===== config.mk =====
export PLATFORM = sky130hd
export DESIGN_NAME = imem_bcast_ctrl
export DESIGN_NICKNAME = d
export VERILOG_FILES = /design/src/rtl/imem_pkg.sv /design/src/rtl/imem_lead_sel.sv /design/src/rtl/imem_bcast_ctrl.sv
export SDC_FILE = /design/constraint.sdc
export NUM_CORES = 1
export LEC_CHECK = 0
export ABC_AREA = 1
export CELL_PAD_IN_SITES_DETAIL_PLACEMENT = 0
export CELL_PAD_IN_SITES_GLOBAL_PLACEMENT = 1
export CORE_MARGIN = 2
export CORE_UTILIZATION = 36
export DETAILED_ROUTE_END_ITERATION = 12
export PLACE_DENSITY_LB_ADDON = 0.1
export REMOVE_ABC_BUFFERS = 1
export SLEW_MARGIN = 20
export SYNTH_ARGS = -nofsm -noshare
export SYNTH_HDL_FRONTEND = slang
export SYNTH_SLANG_ARGS = --single-unit

===== constraint.sdc =====
create_clock -name Clk -period 11.7 [get_ports Clk]
set_clock_uncertainty 0.05 [all_clocks]
set_input_delay 2.34 -clock Clk [delete_from_list [all_inputs] [get_ports Clk]]
set_output_delay 2.34 -clock Clk [all_outputs]
set_load 0.03 [all_outputs]

===== src/rtl/imem_pkg.sv =====
// Shared definitions for the instruction-memory broadcast controller.
package imem_pkg;

  localparam int unsigned MAX_CORES   = 16;
  localparam int unsigned MAX_ROM_LAT = 4;
  localparam int unsigned LEAD_W      = 4;  // index width for up to MAX_CORES cores
  localparam int unsigned LAT_W       = 2;  // holds ROM_LAT-1 for ROM_LAT up to MAX_ROM_LAT

  typedef enum logic [1:0] {
    ST_IDLE    = 2'd0,
    ST_ISSUE   = 2'd1,
    ST_WAIT    = 2'd2,
    ST_DELIVER = 2'd3
  } state_e;

endpackage


===== src/rtl/imem_lead_sel.sv =====
// Priority encoder: picks the lowest-index active core as the fetch leader.
module imem_lead_sel
  import imem_pkg::*;
#(
  parameter int unsigned NUM_CORES = 8
) (
  input  logic [NUM_CORES-1:0] active_i,
  output logic [LEAD_W-1:0]    lead_o,
  output logic                 any_o
);

  // Scan from the top so the lowest set bit wins.
  always_comb begin
    lead_o = '0;
    any_o  = |active_i;
    for (int i = int'(NUM_CORES) - 1; i >= 0; i--) begin
      if (active_i[i]) lead_o = LEAD_W'(i);
    end
  end

endmodule


===== src/rtl/imem_bcast_ctrl.sv =====
// Broadcasts one IROM fetch to all participating (non-halted) cores.
module imem_bcast_ctrl
  import imem_pkg::*;
#(
  parameter int unsigned WIDTH     = 8,
  parameter int unsigned NUM_CORES = 8,
  parameter int unsigned ROM_LAT   = 1,
  parameter int unsigned CNT_W     = 16
) (
  input  logic                         Clk,
  input  logic                         Rst,
  input  logic [NUM_CORES-1:0]         core_req,
  input  logic [NUM_CORES-1:0]         core_halt,
  input  logic [NUM_CORES*WIDTH-1:0]   core_pc,
  input  logic [WIDTH-1:0]             rom_ins,
  output logic                         rom_en,
  output logic [WIDTH-1:0]             rom_addr,
  output logic [NUM_CORES*WIDTH-1:0]   core_ins,
  output logic [NUM_CORES-1:0]         core_av,
  output logic                         pc_mismatch,
  output logic                         all_halted,
  output logic [CNT_W-1:0]             fetch_count
);

  state_e                       state_q, state_d;
  logic [NUM_CORES-1:0]         issue_mask_q, issue_mask_d;
  logic [WIDTH-1:0]             rom_addr_q, rom_addr_d;
  logic                         rom_en_q, rom_en_d;
  logic [LAT_W-1:0]             lat_cnt_q, lat_cnt_d;
  logic [NUM_CORES*WIDTH-1:0]   core_ins_q, core_ins_d;
  logic [NUM_CORES-1:0]         core_av_q, core_av_d;
  logic                         pc_mm_q, pc_mm_d;
  logic                         all_halted_q;
  logic [CNT_W-1:0]             fetch_cnt_q, fetch_cnt_d;

  logic [NUM_CORES-1:0]         active;
  logic [LEAD_W-1:0]            lead;
  logic                         any_active;
  logic [WIDTH-1:0]             lead_pc;
  logic                         pc_diff;
  logic                         issue_go;

  assign active = ~core_halt;

  imem_lead_sel #(
    .NUM_CORES (NUM_CORES)
  ) u_lead_sel (
    .active_i (active),
    .lead_o   (lead),
    .any_o    (any_active)
  );

  // Leader PC mux and divergence detect across active cores.
  always_comb begin
    lead_pc = '0;
    pc_diff = 1'b0;
    for (int i = 0; i < int'(NUM_CORES); i++) begin
      if (LEAD_W'(i) == lead) lead_pc = core_pc[i*WIDTH +: WIDTH];
    end
    for (int i = 0; i < int'(NUM_CORES); i++) begin
      if (active[i] && (core_pc[i*WIDTH +: WIDTH] != lead_pc)) pc_diff = 1'b1;
    end
  end

  // Requests from halted cores are masked out; at least one core must be active.
  assign issue_go = any_active && ((core_req & active) == active);

  // State register.
  always_ff @(posedge Clk or posedge Rst) begin
    if (Rst) state_q <= ST_IDLE;
    else     state_q <= state_d;
  end

  // Next-state logic.
  always_comb begin
    state_d = state_q;
    case (state_q)
      ST_IDLE:    if (issue_go) state_d = ST_ISSUE;
      ST_ISSUE:   state_d = ST_WAIT;
      ST_WAIT:    if (lat_cnt_q == '0) state_d = ST_DELIVER;
      ST_DELIVER: state_d = ST_IDLE;
      default:    state_d = ST_IDLE;
    endcase
  end

  // Output/datapath next values; pulses are set one cycle ahead so they are registered.
  always_comb begin
    issue_mask_d = issue_mask_q;
    rom_addr_d   = rom_addr_q;
    rom_en_d     = 1'b0;
    lat_cnt_d    = lat_cnt_q;
    core_ins_d   = core_ins_q;
    core_av_d    = '0;
    pc_mm_d      = pc_mm_q;
    fetch_cnt_d  = fetch_cnt_q;
    case (state_q)
      ST_IDLE: begin
        if (issue_go) begin
          issue_mask_d = active;
          rom_addr_d   = lead_pc;
          pc_mm_d      = pc_mm_q | pc_diff;
          rom_en_d     = 1'b1;
        end
      end
      ST_ISSUE: begin
        lat_cnt_d = LAT_W'(ROM_LAT - 1);
      end
      ST_WAIT: begin
        if (lat_cnt_q == '0) begin
          for (int i = 0; i < int'(NUM_CORES); i++) begin
            if (issue_mask_q[i]) core_ins_d[i*WIDTH +: WIDTH] = rom_ins;
          end
          core_av_d   = issue_mask_q;
          fetch_cnt_d = fetch_cnt_q + CNT_W'(1);
        end else begin
          lat_cnt_d = lat_cnt_q - LAT_W'(1);
        end
      end
      default: ;
    endcase
  end

  // Datapath and output registers.
  always_ff @(posedge Clk or posedge Rst) begin
    if (Rst) begin
      issue_mask_q <= '0;
      rom_addr_q   <= '0;
      rom_en_q     <= 1'b0;
      lat_cnt_q    <= '0;
      core_ins_q   <= '0;
      core_av_q    <= '0;
      pc_mm_q      <= 1'b0;
      all_halted_q <= 1'b0;
      fetch_cnt_q  <= '0;
    end else begin
      issue_mask_q <= issue_mask_d;
      rom_addr_q   <= rom_addr_d;
      rom_en_q     <= rom_en_d;
      lat_cnt_q    <= lat_cnt_d;
      core_ins_q   <= core_ins_d;
      core_av_q    <= core_av_d;
      pc_mm_q      <= pc_mm_d;
      all_halted_q <= &core_halt;
      fetch_cnt_q  <= fetch_cnt_d;
    end
  end

  assign rom_en      = rom_en_q;
  assign rom_addr    = rom_addr_q;
  assign core_ins    = core_ins_q;
  assign core_av     = core_av_q;
  assign pc_mismatch = pc_mm_q;
  assign all_halted  = all_halted_q;
  assign fetch_count = fetch_cnt_q;

endmodule


Word level (Yosys, flattened, before mapping)
Index checks and enable logic that the tools add are counted.
{"block": "op_classes", "n_addsub": 2, "eq_ne": 22, "muxes": 33, "n_bitwise": 3, "n_reduce_logical": 27}
{"op": "8-bit 2-to-1 mux", "count": 10}
{"op": "8-bit != test", "count": 8}
{"op": "3-bit 2-to-1 mux", "count": 8}
{"op": "3-bit AND reduction", "count": 8}
{"op": "16-bit by 1-bit adder with 16-bit output (second input constant)", "count": 1}
{"op": "3-bit by 4-bit == test with 1-bit output (first input constant)", "count": 4}
{"op": "1-bit 2-to-1 mux", "count": 10}
{"op": "1-bit logical AND", "count": 9}
{"op": "8-bit bitwise AND", "count": 1}
{"op": "2-bit by 4-bit == test with 1-bit output (first input constant)", "count": 2}
{"op": "8-bit == test", "count": 1}
{"op": "8-bit NOT", "count": 1}
{"op": "2-bit one-hot mux with 4 select lines", "count": 1}
{"op": "2-bit AND reduction", "count": 4}
{"op": "8-bit AND reduction", "count": 1}
{"op": "8-bit OR reduction", "count": 1}
{"op": "2-bit 2-to-1 mux", "count": 3}
{"op": "2-bit != test (second input constant)", "count": 3}
{"op": "1-bit by 4-bit == test with 1-bit output (first input constant)", "count": 1}
{"op": "2-bit == test (second input constant)", "count": 2}
{"op": "2-bit logical NOT", "count": 2}
{"op": "4-bit logical NOT", "count": 1}
{"op": "2-bit one-hot mux with 2 select lines", "count": 1}
{"op": "2-bit by 1-bit == test with 1-bit output (second input constant)", "count": 1}
{"op": "3 further kinds", "count": 3}
{"block": "word_totals", "regBits": 111, "inputBits": 90, "output_inout_bits": 99, "elab_cells": 104}

Depth between registers and ports, before layout
{"block": "depth", "ltp_word": 29, "depth_mapped": 26}

Hierarchy
A second synthesis with hierarchy kept.
{"block": "unflattened", "cells_unflattened": 884, "area_unflattened_um2": 6403.6}
{"module": "imem_bcast_ctrl", "instances": 1, "cells_each": 860, "area_each_um2": 6293.5, "seq_area_each_um2": 2777.7}
{"module": "imem_lead_sel", "instances": 1, "cells_each": 24, "area_each_um2": 110.1, "seq_area_each_um2": 0.0}

Worst setup path after synthesis
No wires, ideal clock.
{"block": "synth_timing", "kind": "input-to-reg", "startpoint": "in core_halt[3]", "endpoint": "reg pc_mm_q (netlist: pc_mismatch)", "arrival_time_ps": 4134, "t_required_ps": 11534, "slack_ps": 7399, "path_stages": 21, "path_cell_list": "nand2_1 inv_1 a21oi_4 inv_2 buf_6 nand4_1 nand3_1 nor2_2 nand4_2 nand2_4 nand2_1 nand2_1 nand3_1 nor2_1 nand2_1 nand2_1 nand2_1 nor2_1 nand2_1 nand2_1 nand2_1"}
{"block": "synth_via", "elab_chain_len": 25, "word_cells_on_any_way": 51}
{"element": "from (decl)", "line": "imem_bcast_ctrl.sv:13", "text": "input logic [NUM_CORES-1:0] core_halt,"}
{"element": "8-bit NOT *", "line": "imem_bcast_ctrl.sv:43", "text": "assign active = ~core_halt;"}
{"element": "3-bit 2-to-1 mux (4 in a row)", "line": "imem_lead_sel.sv:17", "text": "if (active_i[i]) lead_o = LEAD_W'(i);"}
{"element": "4-bit logical NOT", "line": "imem_bcast_ctrl.sv:58", "text": "if (LEAD_W'(i) == lead) lead_pc = core_pc[i*WIDTH +: WIDTH];"}
{"element": "8-bit 2-to-1 mux (8 in a row)", "line": "imem_bcast_ctrl.sv:58"}
{"element": "8-bit != test", "line": "imem_bcast_ctrl.sv:61", "text": "if (active[i] && (core_pc[i*WIDTH +: WIDTH] != lead_pc)) pc_diff = 1'b1;"}
{"element": "1-bit logical AND", "line": "imem_bcast_ctrl.sv:61"}
{"element": "1-bit 2-to-1 mux (8 in a row)", "line": "imem_bcast_ctrl.sv:61"}
{"element": "1-bit bitwise OR", "line": "imem_bcast_ctrl.sv:101", "text": "pc_mm_d = pc_mm_q | pc_diff;"}
{"element": "to (signal assigned)", "line": "imem_bcast_ctrl.sv:142", "text": "pc_mm_q <= pc_mm_d;"}
{"element": "to (decl)", "line": "imem_bcast_ctrl.sv:32", "text": "logic pc_mm_q, pc_mm_d;"}
Mark *: on every way between the ends. The rest lies on a longest branch, timed or not.
A chain may end at the register's enable or synchronous reset.

Worst setup path in the final report
{"block": "layout_timing", "startpoint": "in core_halt[4]", "endpoint": "reg pc_mm_q (netlist: pc_mismatch)"}
{"block": "layout_via", "elab_chain_len": 26, "word_cells_on_any_way": 52}
{"element": "8-bit NOT *", "line": "imem_bcast_ctrl.sv:43"}
{"element": "3-bit 2-to-1 mux (5 in a row)", "line": "imem_lead_sel.sv:17"}
{"element": "4-bit logical NOT", "line": "imem_bcast_ctrl.sv:58"}
{"element": "8-bit 2-to-1 mux (8 in a row)", "line": "imem_bcast_ctrl.sv:58"}
{"element": "8-bit != test", "line": "imem_bcast_ctrl.sv:61"}
{"element": "1-bit logical AND", "line": "imem_bcast_ctrl.sv:61"}
{"element": "1-bit 2-to-1 mux (8 in a row)", "line": "imem_bcast_ctrl.sv:61"}
{"element": "1-bit bitwise OR", "line": "imem_bcast_ctrl.sv:101"}
Marks and branches as above.

==> impl_metrics.py <==
metrics = {
    "status": {
        "run_status": "completed",
    },
    "clock_tree": {
        "post_cts.repair.setup_buffers": 0,
        "cts.repair.resized": 0,
        "numCtsBuffers": 9,
        "clk-insertion-delay-late_ns": 0.35,
        "cts.reportedPaths.clkPinSlew_ns": 0.07,
        "cts-htree-levels": 3,
        "cts_sinks": 111,
        "cts.root.buffer_cell": "sky130_fd_sc_hd__clkbuf_16",
        "cts_max_path_buffers": 2,
        "tritoncts": "yes",
        "hold_buffers": 0,
    },
    "synth": {
        "postSynthAreaPerCell_um2": 7.49,
        "synthFlopType": "sky130_fd_sc_hd__dfrtp_1",
        "yosys.area.top_type_share": 0.449,
        "ys.warnings.count": 0,
        "synth_unique_cells": 36,
        "synth-edff-count": 0,
        "netlist_top_cells_area": "sky130_fd_sc_hd__dfrtp_1 45%, sky130_fd_sc_hd__nand2_1 17%, sky130_fd_sc_hd__o21ai_0 6.8%",
        "cell_count_after_synthesis": 827,
        "yosys.area.top_type": "sky130_fd_sc_hd__dfrtp_1",
        "synthMostInstantiatedCell": "sky130_fd_sc_hd__nand2_1",
        "async_reset_ff_frac": 1.00,
        "synth.cell_area_um2": 6190,
        "number_of_register_bits_inferred_by_synthesis": 111,
        "synth.top_cells.by_count": "285 x sky130_fd_sc_hd__nand2_1, 111 x sky130_fd_sc_hd__dfrtp_1, 106 x sky130_fd_sc_hd__inv_1",
        "ys_seq_area_frac": 0.449,
    },
    "die": {
        "start_util": 0.371,
        "std_cell_rows": 47,
        "pin_count": 189,
        "floorplan.die.height_um": 135,
        "dieArea_um2": 18300,
        "core_area_um2": 16700,
        "horiz_die_dim_um": 135,
    },
    "place": {
        "hpwl_mm": 15.1,
        "pre_cts_ws_ns": 5.35,
        "gp_routability_congestion": 0.901,
        "portBuffers": 188,
        "place.detailed.instances": 1222,
    },
    "critical_path": {
        "startpoint_type": "primary input",
        "end_kind": "flop",
        "critical_path_required_ns": 11.89,
        "cp_max_fo": 20,
        "regToRegStartpoint": "state_q[0]$_DFFE_PP0P_",
        "startpoint": "core_halt[4]",
        "arrival_time_of_the_worst_setup_path_ns": 6.22,
        "timing.setup.critical_path_class": "primary input to flop",
    },
    "cells_and_area": {
        "layout_overhead_on_the_synthesized_area_pct": 38.7,
        "antenna_cells_inserted": 0,
        "fin_cells": 1237,
        "drive_gt1_frac": 0.0590,
        "fin_util": 0.514,
        "filler_cell_count": 1689,
        "layout_nets": 1109,
    },
    "routing": {
        "routedWlPerCell_um": 15.8,
        "totalWireLength_mm": 19.6,
        "detailedRoute.firstIterationViolations": 370,
        "detailedRoute.firstPassIterationCount": 5,
        "drt-vias-per-instance": 4.79,
        "drc": 0,
        "antenna_left": 0,
        "num_vias": 5923,
    },
    "timing": {
        "report.final.slew_viol_count": 0,
        "worst_slew_pin_tran_ns": 0.894,
        "timing.final.setup_violations": 0,
        "peak_clock_frequency_supported_by_timing_ghz": 0.166,
        "max-slew-margin-rel": 0.404,
        "holdWs_ns": 0.428,
        "timing_hold_violations_final": 0,
        "min_period_ns": 6.03,
        "fin_ws_ns": 5.67,
        "tns_ns": 0,
        "timing.final.crit_share": 0.516,
        "grt_setup_unrepaired": "false",
    },
    "pwr": {
        "power_frac_seq": 0.329,
        "switching_power_uw": 826,
        "pwr-share-clk": 0.162,
        "static-leakage-power_nw": 4.12,
        "net_sw_frac": 0.429,
        "p_comb_frac": 0.508,
        "cell_internal_pwr_mw": 1.10,
        "peakVddDrop_v": 0.000132,
        "power_per_cell_area_nw_per_um2": 224,
    },
    "global_routing": {
        "total_global_route_track_usage": 0.215,
        "vias_in_the_first_global_route": 5488,
        "grt_first_pass_wirelength_mm": 30.2,
        "antenna_found_initial": 0,
        "overflow": 0,
        "grt_max_degree": 73,
    },
    "hold_path": {
        "worst_hold_path_startpoint": "fetch_count[15]$_DFFE_PP0P_",
        "hold_path.class": "flop to flop",
    },
    "run": {
        "max-cap-violations": 0,
    },
}
## worst paths after layout
kind	endpoint	slack (ns)	cells past startpoint
min in group asynchronous	fetch_count[15]$_DFFE_PP0P_	2.33	2
max reg2reg	fetch_count[13]$_DFFE_PP0P_	8.99	11
max in group asynchronous	core_av[4]$_DFF_PP0_	7.98	3
max	pc_mismatch$_DFFE_PP0P_	5.67	17
min reg2reg	fetch_count[15]$_DFFE_PP0P_	0.43	1
min	fetch_count[15]$_DFFE_PP0P_	0.43	1
## layout by cell type (no fill, tap or decap), types with 4 or more instances in the layout
cell type,instances
sky130_fd_sc_hd__dfrtp_1,111
sky130_fd_sc_hd__xor2_1,9
sky130_fd_sc_hd__nand3b_1,16
sky130_fd_sc_hd__inv_2,5
sky130_fd_sc_hd__ha_1,6
sky130_fd_sc_hd__clkbuf_16,9
sky130_fd_sc_hd__nand3_1,52
sky130_fd_sc_hd__nand2_2,6
sky130_fd_sc_hd__nand4_1,29
sky130_fd_sc_hd__a21oi_1,5
sky130_fd_sc_hd__nor2_2,4
sky130_fd_sc_hd__xnor2_1,8
sky130_fd_sc_hd__nand2_4,8
sky130_fd_sc_hd__clkdlybuf4s50_1,188
sky130_fd_sc_hd__nor2_1,49
sky130_fd_sc_hd__nand3_2,6
sky130_fd_sc_hd__nand2_1,285
sky130_fd_sc_hd__inv_1,105
sky130_fd_sc_hd__o21ai_0,84
## worst max-delay path: stages
cell                              delay, ns
sky130_fd_sc_hd__clkdlybuf4s50_1       0.58
sky130_fd_sc_hd__nand4_1               0.21
sky130_fd_sc_hd__nand2_1               0.64
sky130_fd_sc_hd__inv_1                 0.21
sky130_fd_sc_hd__nand3_1               0.24
sky130_fd_sc_hd__clkinv_1              0.38
sky130_fd_sc_hd__nand2_1               0.35
sky130_fd_sc_hd__nand4_2               0.30
sky130_fd_sc_hd__xor2_1                0.23
sky130_fd_sc_hd__nor2_1                0.12
sky130_fd_sc_hd__nand2_1               0.08
sky130_fd_sc_hd__nor2_1                0.16
sky130_fd_sc_hd__nor2_1                0.08
sky130_fd_sc_hd__nor2_1                0.13
sky130_fd_sc_hd__nand2_1               0.06
sky130_fd_sc_hd__nand2_1               0.05
sky130_fd_sc_hd__nand2_1               0.04
## state kept, by name (all words and copies together), names as in the netlist
signal        cells
fetch_count      16
lat_cnt_q         2
pc_mismatch       1
core_ins         64
all_halted        1
rom_en            1
issue_mask_q      8
core_av           8
rom_addr          8
state_q           2
## power groups by stage
stage,sequential [mW],clock [mW],combinational [mW]
CTS,0.636,0.323,0.989
finish,0.635,0.313,0.980
floorplan,0.919,0,0.277
global placement,0.642,0,0.975
global route,0.654,0.339,1.06
detailed placement,0.643,0,0.986
## area by class of cell
| cell class | instances | area, um^2 | share of cell area |
|---|---|---|---|
| Inverter | 113 | 428 | 0.0498 |
| Clock inverter | 5 | 65.1 | 0.00758 |
| Tap cell | 220 | 275 | 0.0321 |
| Timing Repair Buffer | 190 | 1900 | 0.221 |
| Multi-Input combinational cell | 588 | 2910 | 0.338 |
| Sequential cell | 111 | 2780 | 0.323 |
| Clock buffer | 10 | 239 | 0.0278 |
## cells by family after synthesis
logic type / count (synthesis) / synth area share
compound gates: 99 / 0.0855
mux: 1 / 0.00182
flops: 111 / 0.449
buf+inv: 128 / 0.0820
xor+xnor: 17 / 0.0240
simple gates: 465 / 0.346
fa+ha+maj: 6 / 0.0121
## per-layer routing
layer / vias to the layer above / wire length (um) / track usage / part of all wire
met5: - / 0 / 0 / 0
met4: 0 / 461 / 0.0654 / 0.024
met3: 28 / 951 / 0.0340 / 0.049
met2: 178 / 9510 / 0.365 / 0.49
met1: 2703 / 8670 / 0.285 / 0.44
li1: 3014 / - / - / -
## per-stage QoR
stage | total power, mW | cell area (um^2)
floorplan | 1.20 | 6110
global placement | 1.62 | 8280
detailed placement | 1.63 | 8280
CTS | 1.95 | 8590
global route | 2.05 | 8590
finish | 1.93 | 8590
No activity file was read; power rests on OpenSTA's default activity.
